`config.mk`:
```
export PLATFORM = sky130hd
export DESIGN_NAME = add_pipe_seg
export DESIGN_NICKNAME = d
export VERILOG_FILES = /design/src/rtl/add_pipe_seg.sv
export SDC_FILE = /design/constraint.sdc
export NUM_CORES = 1
export LEC_CHECK = 0
export BUFFER_PORTS_ARGS = -buffer_cell sky130_fd_sc_hd__buf_4
export CAP_MARGIN = 15
export CORE_MARGIN = 2
export CORE_UTILIZATION = 50
export CTS_CLUSTER_DIAMETER = 40
export CTS_CLUSTER_SIZE = 10
export DETAILED_ROUTE_END_ITERATION = 16
export PLACE_DENSITY = 0.75
export RECOVER_POWER = 25
export SYNTH_ARGS = -nofsm -noshare
export SYNTH_HDL_FRONTEND = slang
export SYNTH_SLANG_ARGS = --single-unit
```
`constraint.sdc`:
```
create_clock -name I_clk -period 6.6 [get_ports I_clk]
set_input_delay 0.66 -clock I_clk [delete_from_list [all_inputs] [get_ports I_clk]]
set_output_delay 0.66 -clock I_clk [all_outputs]
set_load 0.01 [all_outputs]
```
`src/rtl/add_pipe_seg.sv`:
```
// Segmented carry-pipelined adder/subtractor: DATA_W operands are cut into
// NUM_SEG slices of SEG_W bits and one slice carry is resolved per stage.
module add_pipe_seg #(
    parameter int DATA_W = 64,
    parameter int SEG_W  = 16
) (
    input  logic              I_clk,
    input  logic              I_rst,
    input  logic              I_en,
    input  logic              I_valid,
    input  logic              I_sub,
    input  logic              I_cin,
    input  logic [DATA_W-1:0] I_data_a,
    input  logic [DATA_W-1:0] I_data_b,
    output logic              O_valid,
    output logic              O_sub,
    output logic [DATA_W:0]   O_data_sum,
    output logic              O_ovf
);
    localparam int NUM_SEG = (SEG_W > 0) ? DATA_W / SEG_W : 1;
    localparam int LAST    = NUM_SEG - 1;

    if (SEG_W <= 0) begin : g_bad_seg_w
        $error("add_pipe_seg: SEG_W must be positive");
    end else if ((DATA_W % SEG_W) != 0 || DATA_W < SEG_W) begin : g_bad_data_w
        $error("add_pipe_seg: DATA_W must be a non-zero multiple of SEG_W");
    end

    logic [DATA_W-1:0] b_eff;
    logic              cin_eff;

    assign b_eff   = I_sub ? ~I_data_b : I_data_b;
    assign cin_eff = I_sub | I_cin;

    // x carries resolved sum slices below the current stage and raw A above it;
    // y carries raw B_eff so upper slices can still be added later.
    for (genvar k = 0; k < NUM_SEG; k++) begin : g_stage
        logic [DATA_W-1:0] x_in, y_in, x_d, y_d, x_q, y_q;
        logic              c_in, c_d, c_q;
        logic [SEG_W:0]    seg_sum;

        if (k == 0) begin : g_head
            assign x_in = I_data_a;
            assign y_in = b_eff;
            assign c_in = cin_eff;
        end else begin : g_tail
            assign x_in = g_stage[k-1].x_q;
            assign y_in = g_stage[k-1].y_q;
            assign c_in = g_stage[k-1].c_q;
        end

        always_comb begin
            seg_sum = {1'b0, x_in[k*SEG_W +: SEG_W]} + {1'b0, y_in[k*SEG_W +: SEG_W]}
                    + {{SEG_W{1'b0}}, c_in};
            x_d     = x_in;
            x_d[k*SEG_W +: SEG_W] = seg_sum[SEG_W-1:0];
            y_d     = y_in;
            c_d     = seg_sum[SEG_W];
        end

        always_ff @(posedge I_clk) begin
            if (I_rst) begin
                x_q <= '0;
                y_q <= '0;
                c_q <= 1'b0;
            end else if (I_en) begin
                x_q <= x_d;
                y_q <= y_d;
                c_q <= c_d;
            end
        end
    end

    // A's MSB is overwritten when the top slice resolves, so keep a copy.
    logic                a_msb_d, a_msb_q;
    logic [NUM_SEG-1:0]  vld_d, vld_q, sub_d, sub_q;

    always_comb begin
        a_msb_d  = g_stage[LAST].x_in[DATA_W-1];
        vld_d    = vld_q << 1;
        vld_d[0] = I_valid;
        sub_d    = sub_q << 1;
        sub_d[0] = I_sub;
    end

    always_ff @(posedge I_clk) begin
        if (I_rst) begin
            a_msb_q <= 1'b0;
            vld_q   <= '0;
            sub_q   <= '0;
        end else if (I_en) begin
            a_msb_q <= a_msb_d;
            vld_q   <= vld_d;
            sub_q   <= sub_d;
        end
    end

    logic y_unused;
    logic c_out;
    logic b_msb;
    logic s_msb;

    assign y_unused   = ^g_stage[LAST].y_q;
    assign c_out      = g_stage[LAST].c_q;
    assign b_msb      = g_stage[LAST].y_q[DATA_W-1];
    assign s_msb      = g_stage[LAST].x_q[DATA_W-1];

    assign O_valid    = vld_q[LAST];
    assign O_sub      = sub_q[LAST];
    assign O_data_sum = {sub_q[LAST] ? ~c_out : c_out, g_stage[LAST].x_q};
    assign O_ovf      = (a_msb_q == b_msb) && (s_msb != a_msb_q);

endmodule

```
=== After elaboration in Yosys (flattened, before gate mapping) ===
Cells that the tools add are included.

* Register bits: 525

* $add $sub $neg: 8
* Eq/ne operators: 2
* Multiplexer cells: 2
* Bitwise gates (word level): 3
* Reduce and logical (&&, ||, !) cells: 1

{| class="wikitable"
|+ Operators with widths
! cell !! number
|-
| $add A16 B16 Y17 || 4
|-
| $add A17 B1 Y17 || 4
|-
| $mux W64 || 1
|-
| $not A64 Y64 || 1
|-
| $eq A1 B1 Y1 || 1
|-
| $logic_and A1 B1 Y1 || 1
|-
| $mux W1 || 1
|-
| $ne A1 B1 Y1 || 1
|-
| $not A1 Y1 || 1
|-
| $or A1 B1 Y1 || 1
|}

=== Longest topological paths before layout ===
Gate-level depths: netlist of the first run.

* Depth after elaboration: 4
* Mapped depth: 14
* Gate-level depth less buffers: 11

=== Worst setup path before layout of the first run ===
OpenSTA, ideal clock, no wires.

* Path kind: input to register
* From: input I_sub
* To: register g_stage[0].x_q[15]
* Library setup time: 0.063 ns
* Data arrival time: 3.193 ns
* Required time: 6.537 ns
* Path slack: 3.344 ns
* Cell stages on the path: 14
* Buffers on the path: 5
* Cells stage by stage: clkbuf_1 buf_2 buf_2 buf_2 xor2_1 ha_1 clkbuf_1 a21o_1 a21oi_1 nand2b_1 a21o_1 a21o_1 a2111oi_0 nand3b_1

* Cells in the longest elaborated chain, start to end: 3
* Elaborated cells between the ends (all ways): 4
* Classes of those cells: 2 x add/sub; 1 x mux; 1 x bitwise

{| class="wikitable"
|+ Ends and longest elaborated chain
! item !! line !! RTL
|-
| start, declared || 11 || <nowiki>input logic I_sub,</nowiki>
|-
| $mux W64 || 32 || <nowiki>assign b_eff = I_sub ? ~I_data_b : I_data_b;</nowiki>
|-
| $add A16 B16 Y17 || 53 || <nowiki>seg_sum = {1'b0, x_in[k*SEG_W +: SEG_W]} + {1'b0, y_in[k*SEG_W +: SEG_W]}</nowiki>
|-
| $add A17 B1 Y17 * || 54 || <nowiki>+ {{SEG_W{1'b0}}, c_in};</nowiki>
|-
| end signal, assigned || 63 || <nowiki>x_q <= '0;</nowiki>
|-
| end signal, assigned || 67 || <nowiki>x_q <= x_d;</nowiki>
|-
| end, declared || 38 || <nowiki>logic [DATA_W-1:0] x_in, y_in, x_d, y_d, x_q, y_q;</nowiki>
|}

Every way passes the cells marked *; elsewhere a longest branch is shown, timed or not.
A chain may end at the register's enable or synchronous reset.

==> flow_summary.json, run 1 <==
{
  "failed_checks": "max-capacitance violations, max-slew violations",
  "route.vias.total": 12083,
  "timing.critical_path.buf_inv": 2,
  "ys_async_sr_fraction_pct": 0,
  "crit_path_max_incr_delay_ns": 2.33,
  "hpwl_mm": 22.8,
  "drc_violation_count_after_routing": 0,
  "clkSlewWorstSetupHoldPaths_ns": 0.05,
  "grt_pass1_vias": 11538,
  "synth_largest_area_cell": "dfxtp_1",
  "synth_most_common_cell": "nor2_1",
  "io-pin-count": 202,
  "cts_resized": 0,
  "grt_setup_unrepaired": "false",
  "maximum_number_of_pins_on_one_net_before_global_route_repair": 201,
  "multi_input_area_um2": 8400,
  "relSlewSlack_pct": -115,
  "antenna_violations_before_repair": 0,
  "layout.cell_area.non_filler_um2": 19400,
  "cp_data_required_time_ns": 6.87,
  "power_leakage_nw": 8.80,
  "synth_warnings": 0,
  "cts-htree-levels": 2,
  "start_util_pct": 51.0,
  "largest_family_of_logic_cells_by_synthesized_area": "multiplexers",
  "synth_area_leaders": "dfxtp_1 (45%), mux2i_1 (18%), nor2_1 (8.6%)",
  "core_area_um2": 31800,
  "cp.depth": 4,
  "ctsLongestPathBuffers": 3,
  "synth-adder-area-share_pct": 5.61,
  "critical_path.cell_chain": "buf_8 > clkbuf_1 > or4_1 > o311ai_1",
  "std_cell_rows": 65,
  "finalWeightedCongestion": 0.849,
  "netlist_top_cells_count": "nor2_1 (371), dfxtp_1 (366), mux2i_1 (287), xnor2_1 (69), ha_1 (60)",
  "vertical_die_dimension_um": 184,
  "crit_path_start": "I_rst",
  "antenna_left": 0,
  "max_freq_mhz": 277,
  "first_pass_iters": 5,
  "syn_area_um2": 16200,
  "detail_route.wirelength_mm": 33.9,
  "worst-setup-path-type": "input pin to flop",
  "cell_with_the_biggest_individual_delay_on_the_critical_path": "clkbuf_1",
  "synth_cells": 1686,
  "maxCapViolCount": 1,
  "number_of_port_buffers": 201,
  "minimum_clock_period_ns": 3.61,
  "placed_instance_area_um2": 18000,
  "clk_sinks": 366,
  "synth.lib_cells_used.distinct": 59,
  "drive_gt1_share_pct": 12.8,
  "synth_area_per_cell_um2": 9.63,
  "initialDrtViolationCount": 664,
  "setup.reg_to_reg.worst_slack_ns": 3.69,
  "synth_top_flop_cell": "dfxtp_1",
  "critical_path.reg2reg.startpoint": "g_stage[2].x_q[48]",
  "worst-r2r-cell-count": 9,
  "synth-compound-area-share_pct": 9.99,
  "syn-num-nets": 1888,
  "grt_usage_pct": 19.7,
  "min-delay-path-class": "input pin to flop",
  "timing.clock.skew_ns": 0.0175,
  "dpl_worst_slack_ns": 3.27,
  "run_status": "finished with violations",
  "cts_root_buf": "clkbuf_16",
  "share_of_the_yosys_chip_area_belonging_to_registers_pct": 45.1,
  "crit-reg2reg-capture": "g_stage[3].x_q[60]",
  "insertion_delay_ns": 0.54,
  "synth_xor_xnor_area_share_pct": 5.40,
  "avgRoutedWirePerCell_um": 14.7,
  "fin_nets": 2047,
  "overflow": 0,
  "fin_util_pct": 61.1,
  "crit_arrival_ns": 3.88,
  "multiplexer_share_of_the_synthesized_area_pct": 17.7,
  "tcrit_tclk_final_pct": 54.7,
  "antennaDiodeCount": 0,
  "seq_area_um2": 7330,
  "final.setup.worst_slack_ns": 2.99,
  "final.fill_count": 2688,
  "crit_fanout": 97,
  "ir_drop_worst_case_vdd_mv": 0.151,
  "synth_simple_gate_area_share_pct": 13.1,
  "final-max-slew-violation-count": 77,
  "syn2layout_area_growth_pct": 19.8,
  "worstMarginPinSlew_ns": 3.23,
  "tritoncts.num_buffers": 51,
  "tritoncts": "done",
  "cp-endpoint": "g_stage[1].x_q[28]",
  "worst_setup_path_end_kind": "flop",
  "holdBufCountCts": 0,
  "synth_top_cell_area_share_pct": 45.1,
  "timing.final.hold_violations": 0,
  "number_of_enable_type_register_cells_in_the_synthesized_netlist": 0,
  "first_pass_grt_wire_length_mm": 55.9,
  "tns_ns": 0,
  "power-per-cell-area_nw_per_um2": 290,
  "total_setup_buffers_inserted_after_cts": 0,
  "die_width_um": 184,
  "worstSetupStartpointType": "input pin",
  "finalSetupViolations": 0,
  "number_of_vias_per_cell": 5.22,
  "die_area_um2": 33900,
  "critical-path-top-delay-family": "buffers and inverters",
  "yosys_register_bits": 366
}
power by group:
| part | leakage, nW | switching, W | total, W | internal [W] |
|---|---|---|---|---|
| clock | 0.817 | 0.000937 | 0.00264 | 0.00171 |
| combinational | 4.99 | 0.000323 | 0.000604 | 0.000282 |
| sequential | 2.99 | 0.0000647 | 0.00239 | 0.00233 |
| total | 8.80 | 0.00132 | 0.00564 | 0.00431 |
how the worst min path moves through the flow:
stage	from	end	slack, ns	depth (start not counted)
after global routing	I_data_a[28]	g_stage[0].x_q[28]	0.35	3
after CTS	I_data_a[39]	g_stage[0].x_q[39]	0.34	3
after global placement	g_stage[1].x_q[30]	g_stage[1].x_q[30]	0.44	2
final	I_data_a[47]	g_stage[0].x_q[47]	0.36	3
after detailed placement	g_stage[1].x_q[30]	g_stage[1].x_q[30]	0.45	2
after floorplan	g_stage[1].x_q[29]	g_stage[1].x_q[29]	0.42	2
logic make-up (layout without fill, tap and decap cells):
| logic type | count (synthesis) | after routing |
|---|---|---|
| flops | 366 | 366 |
| fa+ha+maj | 68 | 68 |
| buf+inv | 126 | 318 |
| compound gates | 236 | 236 |
| mux | 287 | 287 |
| xor+xnor | 100 | 100 |
| simple gates | 503 | 503 |
final cells by class:
type / count / area share [%]
Clock inverter: 16 / 1.02
Clock buffer: 70 / 7.62
Inverter: 21 / 0.406
Sequential cell: 366 / 37.7
Multi-Input combinational cell: 1194 / 43.2
Tap cell: 435 / 2.80
Timing Repair Buffer: 211 / 7.25
layout by cell type (no fill, tap or decap), types with 6 or more instances in the layout:
master     count
nor2_1       371
dfxtp_1      366
mux2i_1      287
buf_4        154
xnor2_1       69
clkbuf_1      62
ha_1          60
a211oi_1      56
clkbuf_16     53
a21oi_1       48
nand2_1       40
xor2_1        31
a21o_1        25
inv_1         21
nand3_1       18
o21ai_0       16
and3_1        14
o21ai_1       14
nor3_1        11
o211ai_1      10
o21bai_1      10
clkbuf_8       9
nand2b_1       8
a31oi_1        8
fa_1           8
o21a_1         7
nor2b_1        6
clkinv_2       6
routing by layer:
layer / global-route usage (%) / vias up / share of wire (%) / routed length, um
li1: - / 6186 / - / -
met1: 26.0 / 5572 / 46 / 15700
met2: 32.3 / 260 / 46 / 15700
met3: 3.28 / 65 / 4.4 / 1490
met4: 7.87 / 0 / 3.0 / 1030
met5: 0 / - / 0 / 0
metrics by stage:
step | hold WS [ns] | cells | power, W
detailed placement | 0.447 | 2227 | 0.00304
CTS | 0.337 | 2313 | 0.00571
finish | 0.356 | 2313 | 0.00564
global route | 0.353 | 2313 | 0.00588
global placement | 0.442 | 2227 | 0.00302
floorplan | 0.425 | 1686 | 0.00286
registers in the layout (all words and copies together), names as in the netlist:
register     flops
g_stage.x_q    256
vld_q            4
g_stage.c_q      3
a_msb_q          1
g_stage.y_q     97
sub_q            4
c_out            1
worst reg2reg max path, cell delays in order, from the launching register on:
cell      delay (ns)
dfxtp_1         0.32
fa_1            0.46
fa_1            0.44
a21o_1          0.21
a21oi_2         0.20
o21a_1          0.20
o21bai_1        0.12
a221oi_1        0.39
nor4_1          0.09
a311o_1         0.35
No activity file was read; power rests on OpenSTA's default activity.
==> inputs of run 2 (changes only) <==
--- a/config.mk
+++ b/config.mk
@@ -12,7 +12,7 @@
 export CTS_CLUSTER_DIAMETER = 40
 export CTS_CLUSTER_SIZE = 10
 export DETAILED_ROUTE_END_ITERATION = 16
-export PLACE_DENSITY = 0.75
+export PLACE_DENSITY = 0.78
 export RECOVER_POWER = 25
 export SYNTH_ARGS = -nofsm -noshare
 export SYNTH_HDL_FRONTEND = slang
==> constraint.sdc (replaced) <==
create_clock -name I_clk -period 3.3 [get_ports I_clk]
set_input_delay 0.33 -clock I_clk [delete_from_list [all_inputs] [get_ports I_clk]]
set_output_delay 0.33 -clock I_clk [all_outputs]
set_load 0.01 [all_outputs]
==> flow_summary.json, run 2 (synthesis gave the netlist of run 1 again) <==
{
  "timing.final.hold_violations": 0,
  "overflow": 0,
  "worst_setup_path_end_kind": "flop",
  "fin_util_pct": 61.4,
  "initialDrtViolationCount": 684,
  "holdPathStages": 3,
  "failed_checks": "max-capacitance violations, max-slew violations",
  "antenna_violations_before_repair": 0,
  "minimum_clock_period_ns": 2.87,
  "run_status": "finished with violations",
  "first_pass_iters": 5,
  "relSlewSlack_pct": -90.7,
  "globalRouteMet1Util_pct": 25.6,
  "total_setup_buffers_inserted_after_cts": 0,
  "hold_path_startpoint": "I_data_a[54]",
  "crit_path_max_incr_delay_ns": 1.99,
  "insertion_delay_ns": 0.54,
  "clkSlewWorstSetupHoldPaths_ns": 0.05,
  "p_sw_w": 0.00264,
  "worstSetupStartpointType": "input pin",
  "ir_drop_worst_case_vdd_mv": 0.335,
  "holdBufCountCts": 0,
  "max_reg_flops": 256,
  "die_area_um2": 33900,
  "tritoncts": "done",
  "std_cell_rows": 65,
  "antennaDiodeCount": 0,
  "seq_power_share_pct": 43.2,
  "max_freq_mhz": 348,
  "detail_route.wirelength_mm": 34.4,
  "tcrit_tclk_final_pct": 87.1,
  "grt_pass1_vias": 11613,
  "regMostFlops": "g_stage.x_q",
  "maximum_number_of_pins_on_one_net_before_global_route_repair": 150,
  "syn2layout_area_growth_pct": 20.3,
  "core_area_um2": 31800,
  "ctsLongestPathBuffers": 3,
  "worstMarginPinSlew_ns": 2.86,
  "clk_sinks": 366,
  "layout.cells.most_common_list": "nor2_1 (371), dfxtp_1 (366), mux2i_1 (287)",
  "die_width_um": 184,
  "start_util_pct": 51.0,
  "cts_resized": 0,
  "avgRoutedWirePerCell_um": 14.9,
  "power_leakage_nw": 8.97,
  "largestRegisters": "g_stage.x_q: 256 flops, g_stage.y_q: 97 flops",
  "io-pin-count": 202,
  "internal-power_w": 0.00844,
  "final-max-slew-violation-count": 366,
  "number_of_vias_per_cell": 5.29,
  "mostFrequentLayoutCell": "nor2_1",
  "worst-setup-path-type": "input pin to flop",
  "timing.clock.skew_ns": 0.0188,
  "power_w": 0.0111,
  "antenna_left": 0,
  "cts-htree-levels": 2,
  "power-per-cell-area_nw_per_um2": 567,
  "pwr-share-comb_pct": 11.2,
  "critical_path.reg2reg.startpoint": "g_stage[2].x_q[48]",
  "grt_setup_unrepaired": "false",
  "final.setup.worst_slack_ns": 0.426,
  "timing.critical_path.buf_inv": 2,
  "drc_violation_count_after_routing": 0,
  "worst_hold_path.endpoint": "g_stage[0].x_q[54]",
  "critical-path-top-delay-family": "buffers and inverters",
  "min-delay-path-class": "input pin to flop",
  "cell_with_the_biggest_individual_delay_on_the_critical_path": "clkbuf_2",
  "dpl_worst_slack_ns": 0.343,
  "cts_root_buf": "clkbuf_16",
  "cp_data_required_time_ns": 3.70,
  "vertical_die_dimension_um": 184,
  "cp.depth": 4,
  "globalRouteMet2Util_pct": 34.0,
  "route.vias.total": 12210,
  "crit_arrival_ns": 3.28,
  "worst-r2r-cell-count": 9,
  "hpwl_mm": 23.2,
  "gr-max-usage-layer": "met2",
  "grt_usage_pct": 19.7,
  "tritoncts.num_buffers": 50,
  "finalWeightedCongestion": 0.869,
  "switching_share_pct": 23.8,
  "tns_ns": 0,
  "worst_slack_on_hold_paths_ns": 0.0305,
  "crit-reg2reg-capture": "g_stage[3].x_q[62]",
  "finalSetupViolations": 0,
  "fin_nets": 2047,
  "drive_gt1_share_pct": 15.3,
  "groute.layer.met3.usage_pct": 3.14,
  "clkPwrFrac_pct": 45.6,
  "setup.reg_to_reg.worst_slack_ns": 0.46,
  "critical_path.cell_chain": "clkbuf_1 > clkbuf_2 > nor2_1 > a211oi_1",
  "maxCapViolCount": 3,
  "crit_fanout": 104,
  "final.fill_count": 2642,
  "number_of_port_buffers": 201,
  "first_pass_grt_wire_length_mm": 55.8
}
-- run 2: worst min-delay path, delay by kind of cell --
family,cells,cell delay [ns]
simple gates,1,0.07
buf+inv,1,0.08
mux,1,0.05
-- run 2: power groups by stage --
| stage | Sequential, W | Combinational [W] | Clock, W |
|---|---|---|---|
| after global placement | 0.00486 | 0.00119 | 0 |
| after CTS | 0.00478 | 0.00123 | 0.00516 |
| final | 0.00478 | 0.00124 | 0.00505 |
| after global routing | 0.00480 | 0.00138 | 0.00536 |
| after floorplan | 0.00483 | 0.000887 | 0 |
| after detailed placement | 0.00487 | 0.00122 | 0 |
-- run 2: stage by stage --
stage | area (um^2) | std cells
after floorplan | 16200 | 1686
after global placement | 18000 | 2228
after detailed placement | 18000 | 2228
after CTS | 19600 | 2307
after global routing | 19500 | 2307
final | 19500 | 2307
-- run 2: per-layer routing --
layer | vias to the layer above | share of wire [%]
met5 | - | 0
met4 | 0 | 2.0
met3 | 59 | 4.5
met2 | 276 | 48
met1 | 5696 | 46
li1 | 6179 | -
-- run 2: final cells by class --
type / instances / area (um^2) / area share [%]
clock buffers: 65 / 1400 / 7.18
clock inverters: 14 / 171 / 0.878
inverters: 21 / 78.8 / 0.404
multi-input cells: 1194 / 8400 / 43.0
flip-flops and latches: 366 / 7330 / 37.5
well taps: 435 / 544 / 2.79
repair buffers: 212 / 1610 / 8.22
-- run 2: worst max-delay path by stage --
stage | startpoint | end | slack (ns)
2_1_floorplan | I_sub | g_stage[0].x_q[15] | 0.37
3_3_place_gp | I_sub | g_stage[0].x_q[12] | 0.45
3_5_place_dp | I_sub | g_stage[0].x_q[12] | 0.34
4_1_cts | g_stage[2].x_q[48] | g_stage[3].x_q[62] | 0.46
5_1_grt | I_en | g_stage[0].y_q[39] | 0.16
6_report | I_en | g_stage[0].y_q[39] | 0.43
